`src/rtl/sdram_cmd_pkg.sv`:
```
`default_nettype none
// +----------------------------------------------------------------------+
// | sdram_cmd_pkg: SDRAM command encodings and init-sequencer states.     |
// | Rev 1.0                                                               |
// +----------------------------------------------------------------------+
package sdram_cmd_pkg;

  // {cs_n, ras_n, cas_n, we_n}
  typedef enum logic [3:0] {
    CMD_LMR = 4'b0000,
    CMD_REF = 4'b0001,
    CMD_PRE = 4'b0010,
    CMD_NOP = 4'b0111
  } sdram_cmd_e;

  typedef enum logic [2:0] {
    ST_PWR  = 3'd0,
    ST_PRE  = 3'd1,
    ST_WRP  = 3'd2,
    ST_REF  = 3'd3,
    ST_WRFC = 3'd4,
    ST_LMR  = 3'd5,
    ST_WMRD = 3'd6,
    ST_DONE = 3'd7
  } init_state_e;

  localparam int A10 = 10;

  function automatic int max_of4(input int a, input int b, input int c, input int d);
    int m;
    m = a;
    if (b > m) m = b;
    if (c > m) m = c;
    if (d > m) m = d;
    return m;
  endfunction

endpackage
`default_nettype wire

```
`src/rtl/sdram_wait_counter.sv`:
```
`default_nettype none
// +----------------------------------------------------------------------+
// | sdram_wait_counter: loadable down-counter that saturates at zero.     |
// | Rev 1.0                                                               |
// +----------------------------------------------------------------------+
module sdram_wait_counter #(
  parameter int             W       = 10,
  parameter logic [W-1:0]   RST_VAL = '0
) (
  input  logic         clk,
  input  logic         rst_n,
  input  logic         load,
  input  logic [W-1:0] value,
  output logic         zero
);

  logic [W-1:0] count;

  always_ff @(posedge clk or negedge rst_n) begin
    if (!rst_n) begin
      count <= RST_VAL;
    end else if (load) begin
      count <= value;
    end else if (count != '0) begin
      count <= count - 1'b1;
    end
  end

  assign zero = (count == '0);

endmodule
`default_nettype wire

```
`src/rtl/sdram_init_sequencer.sv`:
```
`default_nettype none
// +----------------------------------------------------------------------+
// | sdram_init_sequencer: JEDEC power-up sequence (PWR wait, PRECHARGE-   |
// | ALL, N x AUTO-REFRESH, LOAD-MODE) with re-init on request. Rev 1.0    |
// +----------------------------------------------------------------------+
module sdram_init_sequencer
  import sdram_cmd_pkg::*;
#(
  parameter int T_PWR   = 505,
  parameter int T_RP    = 2,
  parameter int T_RFC   = 7,
  parameter int NUM_REF = 2,
  parameter int T_MRD   = 9,
  parameter int AW      = 13
) (
  input  logic          sdram_clk,
  input  logic          sdram_resetn,
  input  logic [AW-1:0] cfg_mode_reg,
  input  logic          init_req,
  output logic          sdr_cke,
  output logic          sdr_cs_n,
  output logic          sdr_ras_n,
  output logic          sdr_cas_n,
  output logic          sdr_we_n,
  output logic [1:0]    sdr_ba,
  output logic [AW-1:0] sdr_addr,
  output logic          sdr_init_done
);

  localparam int CW = $clog2(max_of4(T_PWR, T_RP, T_RFC, T_MRD)) + 1;
  localparam int RW = $clog2(NUM_REF + 1);

  init_state_e   state;
  init_state_e   state_nxt;
  logic [RW-1:0] ref_cnt;
  logic          cnt_load;
  logic [CW-1:0] cnt_value;
  logic          cnt_zero;
  sdram_cmd_e    cmd_nxt;
  logic [AW-1:0] addr_nxt;

  sdram_wait_counter #(
    .W       (CW),
    .RST_VAL (CW'(T_PWR - 1))
  ) u_wait_counter (
    .clk   (sdram_clk),
    .rst_n (sdram_resetn),
    .load  (cnt_load),
    .value (cnt_value),
    .zero  (cnt_zero)
  );

  always_comb begin
    state_nxt = state;
    cnt_load  = 1'b0;
    cnt_value = '0;
    case (state)
      ST_PWR:  if (cnt_zero) state_nxt = ST_PRE;
      ST_PRE: begin
        state_nxt = ST_WRP;
        cnt_load  = 1'b1;
        cnt_value = CW'(T_RP - 1);
      end
      ST_WRP:  if (cnt_zero) state_nxt = ST_REF;
      ST_REF: begin
        state_nxt = ST_WRFC;
        cnt_load  = 1'b1;
        cnt_value = CW'(T_RFC - 1);
      end
      ST_WRFC: if (cnt_zero) state_nxt = (ref_cnt < RW'(NUM_REF)) ? ST_REF : ST_LMR;
      ST_LMR: begin
        state_nxt = ST_WMRD;
        cnt_load  = 1'b1;
        cnt_value = CW'(T_MRD - 1);
      end
      ST_WMRD: if (cnt_zero) state_nxt = ST_DONE;
      ST_DONE: if (init_req) state_nxt = ST_PRE;
      default: state_nxt = ST_PWR;
    endcase
  end

  // Bus is a registered decode of the current state, so commands trail state entry by one cycle.
  always_comb begin
    cmd_nxt  = CMD_NOP;
    addr_nxt = '0;
    case (state)
      ST_PRE: begin
        cmd_nxt       = CMD_PRE;
        addr_nxt[A10] = 1'b1;
      end
      ST_REF:  cmd_nxt = CMD_REF;
      ST_LMR: begin
        cmd_nxt  = CMD_LMR;
        addr_nxt = cfg_mode_reg;
      end
      default: ;
    endcase
  end

  always_ff @(posedge sdram_clk or negedge sdram_resetn) begin
    if (!sdram_resetn) begin
      state         <= ST_PWR;
      ref_cnt       <= '0;
      sdr_cke       <= 1'b0;
      sdr_cs_n      <= 1'b1;
      sdr_ras_n     <= 1'b1;
      sdr_cas_n     <= 1'b1;
      sdr_we_n      <= 1'b1;
      sdr_ba        <= 2'b00;
      sdr_addr      <= '0;
      sdr_init_done <= 1'b0;
    end else begin
      state <= state_nxt;
      if (state == ST_PRE) begin
        ref_cnt <= '0;
      end else if (state == ST_REF) begin
        ref_cnt <= ref_cnt + 1'b1;
      end
      sdr_cke                                   <= 1'b1;
      {sdr_cs_n, sdr_ras_n, sdr_cas_n, sdr_we_n} <= cmd_nxt;
      sdr_ba                                    <= 2'b00;
      sdr_addr                                  <= addr_nxt;
      // Drop done in the same cycle the re-init request is accepted.
      sdr_init_done                             <= (state == ST_DONE) && !init_req;
    end
  end

endmodule
`default_nettype wire

```
`config.mk`:
```
export PLATFORM = sky130hd
export DESIGN_NAME = sdram_init_sequencer
export DESIGN_NICKNAME = d
export VERILOG_FILES = /design/src/rtl/sdram_cmd_pkg.sv /design/src/rtl/sdram_wait_counter.sv /design/src/rtl/sdram_init_sequencer.sv
export SDC_FILE = /design/constraint.sdc
export NUM_CORES = 1
export LEC_CHECK = 0
export BUFFER_PORTS_ARGS = -buffer_cell sky130_fd_sc_hd__buf_2
export CAP_MARGIN = 20
export CORE_UTILIZATION = 46
export CTS_CLUSTER_DIAMETER = 50
export DETAILED_ROUTE_END_ITERATION = 8
export PLACE_DENSITY = 0.85
export SKIP_CTS_REPAIR_TIMING = 1
export SYNTH_ARGS = -nofsm -noshare
export SYNTH_HDL_FRONTEND = slang
export SYNTH_SLANG_ARGS = --single-unit
```
`constraint.sdc`:
```
create_clock -name sdram_clk -period 2 [get_ports sdram_clk]
set_clock_uncertainty 0.2 [all_clocks]
set_input_delay 0.4 -clock sdram_clk [delete_from_list [all_inputs] [get_ports sdram_clk]]
set_output_delay 0.4 -clock sdram_clk [all_outputs]
set_load 0.005 [all_outputs]
```
==> summary.txt <==
Outcome
  • Status: completed

Floorplan
  • Die height: 58.27 um
  • Starting Density: around 48%
  • Die area: 0.003395 mm2
  • FP Rows: 20
  • Die X: 58.27 um
  • Ports: 37
  • Core outline area: 0.003028 mm2

Worst setup path
  • Kind of end point of the critical path: flop
  • Worst-path fanout max: 4
  • FF-to-FF Start: u_wait_counter.count[0]
  • WS Path Type: reg -> reg
  • R2R Path End: u_wait_counter.count[5]
  • Reg2Reg Setup Slack: between 100 and 150 ps
  • WP data required: about 2100 ps
  • Startpoint Class: flop
  • Worst endpoint data arrival time: just under 2000 ps
  • CP startpoint: u_wait_counter.count[0]
  • Reg2reg path depth: 6

Finish
  • Layout cells sized above 1: 40.00%
  • Post-layout util: 57.81%
  • Layout Nets: 186
  • Antenna Cells: 0
  • Most frequent cells in the layout: buf_2, dfrtp_1, and3_1
  • Final Non-Filler Cells: roughly 210
  • Commonest non-fill, non-tap cell in the layout: buf_2
  • Synthesis-to-finish area growth: 20.19%
  • FILL cells: 250

Logic synthesis
  • Area share of the largest cell type after synthesis: approximately two fifths
  • Ys Warns: 0
  • Share of async-settable or async-resettable flops after synthesis: 100.0%
  • Ranking of synthesized cells by area: dfrtp_1, dfstp_2, and3_1
  • Mapped Cells: roughly 130
  • Synth unique cells: 42
  • Post-synth top flop: dfrtp_1
  • Number of enable flip-flop cells after synthesis: 0
  • #FFs+latches synth: 34
  • Mapped Area: 0.001456 mm2
  • Synth area leader: dfrtp_1
  • Synth Area per Inst: 11.47 um2
  • Seq/Total Area, Yosys: between 50% and 60%

Power
  • Leakage Power: 0.0008866 uW
  • Power Dens Cells: around 1300 mW/mm2
  • VDD IR-drop max: 0.4337 mV
  • Combinational power share: 33.4%
  • Sw Pwr: ~810 uW
  • Reg power frac: 49.4%
  • Internal power: roughly 1500 uW
  • Power share of the clock group: between 10% and 20%
  • Switch share: roughly 35%

Routing
  • Vias per inst: 5.051
  • Via Count: roughly 1.1k
  • DRT iter0 DRCs: about 50
  • DR DRC count: 0
  • DR WL/cell: 11.96 um
  • Antenna Nets Post-Route: 0
  • DRT Pass-1 Iters: 4
  • Total routed wirelength: 2.559 mm

Timing
  • Final Hold Viols: 0
  • Slew Limit Fails: 0
  • Final setup viols: 0
  • Final Critical Period: 1895 ps
  • Setup_tns: 0 ps
  • RSZ-0062 raised after global routing: no
  • Period utilisation layout: between 90% and 100%
  • Worst-margin pin slew: 701.1 ps
  • Maximum clock frequency: ~0.53 GHz
  • Max-Slew Margin vs Limit: 53.26%

Clocking
  • Htree depth: 2
  • TritonCTS Buffers: 5
  • CTS root buf: clkbuf_4
  • CTS tree: yes
  • Clk buf depth: 2
  • Clk Latency, worst-skew pair: 330 ps
  • CTS Sinks: 34
  • Worst-path clk slew: 100 ps

Place
  • DP Cell Count: 205
  • Port Buf Inserts: 34
  • GP Congestion: 0.8351
  • Placed wire-length estimate: 1.802 mm

GRT
  • Overflow left after global routing: 0
  • Total track usage: 16.57%
  • Largest net degree at the start of global routing: 35
  • Global-route wire length before repair: 4.064 mm
  • Number of global-route vias before repair: 948
  • Initial antenna violation count: 0

Hold path
  • Hold depth: 2
  • Worst Hold Class: in -> reg
  • Hold Path End: sdr_init_done
  • Hold_sp: init_req

Run
  • Max-cap check violation count: 0
-- power by group through the flow --
stage | Combinational, uW | Sequential, uW | Clock [uW]
floorplan | 617 | 1050 | 0
global placement | 708 | 1110 | 0
detailed placement | 738 | 1120 | 0
CTS | 740 | 1110 | 411
global route | 867 | 1160 | 435
finish | 762 | 1130 | 392
-- cell type report --
class                   instances  area (um2)  share of cell area, %
flip-flops and latches         34       863.3                  49.32
multi-input cells              80       516.7                  29.52
repair buffers                 41       225.2                  12.87
well taps                      44       55.05                  3.145
clock buffers                   6       51.30                  2.931
inverters                       7       26.28                  1.501
clock inverters                 2       12.51                 0.7148
-- synth_stat cells (3+ instances only) --
master / n
nand3_1: 3
nand2_1: 9
inv_1: 7
nor2_1: 8
dfrtp_1: 24
a21oi_1: 4
o21ai_0: 3
clkbuf_8: 3
dfstp_2: 10
and3_1: 13
-- per-layer routing --
layer / wire [um] / vias to the layer above / global-route usage [%] / share of wire, %
met3: 147 / 5 / 6.250 / 5.7
li1: - / 521 / - / -
met5: 0 / - / 0 / 0
met4: 68 / 0 / 10.54 / 2.7
met2: 1262 / 42 / 26.93 / 49
met1: 1080 / 513 / 18.19 / 42
-- through the flow --
stage	setup WS (ps)	hold slack, ps	total power (uW)	instance area [um2]
after detailed placement	87.37	285.5	1859	1659
after global placement	182.2	276.2	1821	1659
after floorplan	47.54	-95.59	1668	1464
after CTS	64.60	-76.19	2264	1723
final	105.4	40.58	2281	1750
after global routing	27.00	23.75	2460	1750
-- sequential cells by signal, summed over array words and instances, names as in the netlist --
register and flops:
sdr_cas_n 1, state 3, sdr_cs_n 1, u_wait_counter.count 10, sdr_we_n 1, sdr_cke 1, ref_cnt 2, sdr_init_done 1
sdr_addr 13, sdr_ras_n 1
-- kinds of logic (layout without fill, tap and decap cells) --
| logic type | after synthesis | count (layout) | synth area share (%) |
|---|---|---|---|
| buffers and inverters | 15 | 56 | 6.959 |
| DFF | 34 | 34 | 59.28 |
| and+or+nand+nor | 47 | 47 | 17.96 |
| AOI/OAI and AO/OA | 23 | 23 | 11.34 |
| muxes | 1 | 1 | 0.6873 |
| other | 2 | 4 | 0.5157 |
| adders and majority gates | 1 | 1 | 0.8590 |
| xor gates and xnor gates | 4 | 4 | 2.406 |
-- how the worst max path moves through the flow --
stage                                          to  depth (start not counted)
final                     u_wait_counter.count[5]                          6
after detailed placement  u_wait_counter.count[5]                          6
after CTS                 u_wait_counter.count[5]                          6
after floorplan           u_wait_counter.count[3]                          7
after global placement    u_wait_counter.count[5]                          6
after global routing      u_wait_counter.count[5]                          6
-- critical path, cell delays in order, from the launching register on --
cell and delay, ps:
dfrtp_1 390, inv_1 80, ha_1 220, nor3b_2 170, and3_4 160, or4_4 480, a21oi_2 150
No activity file was read; power rests on OpenSTA's default activity.
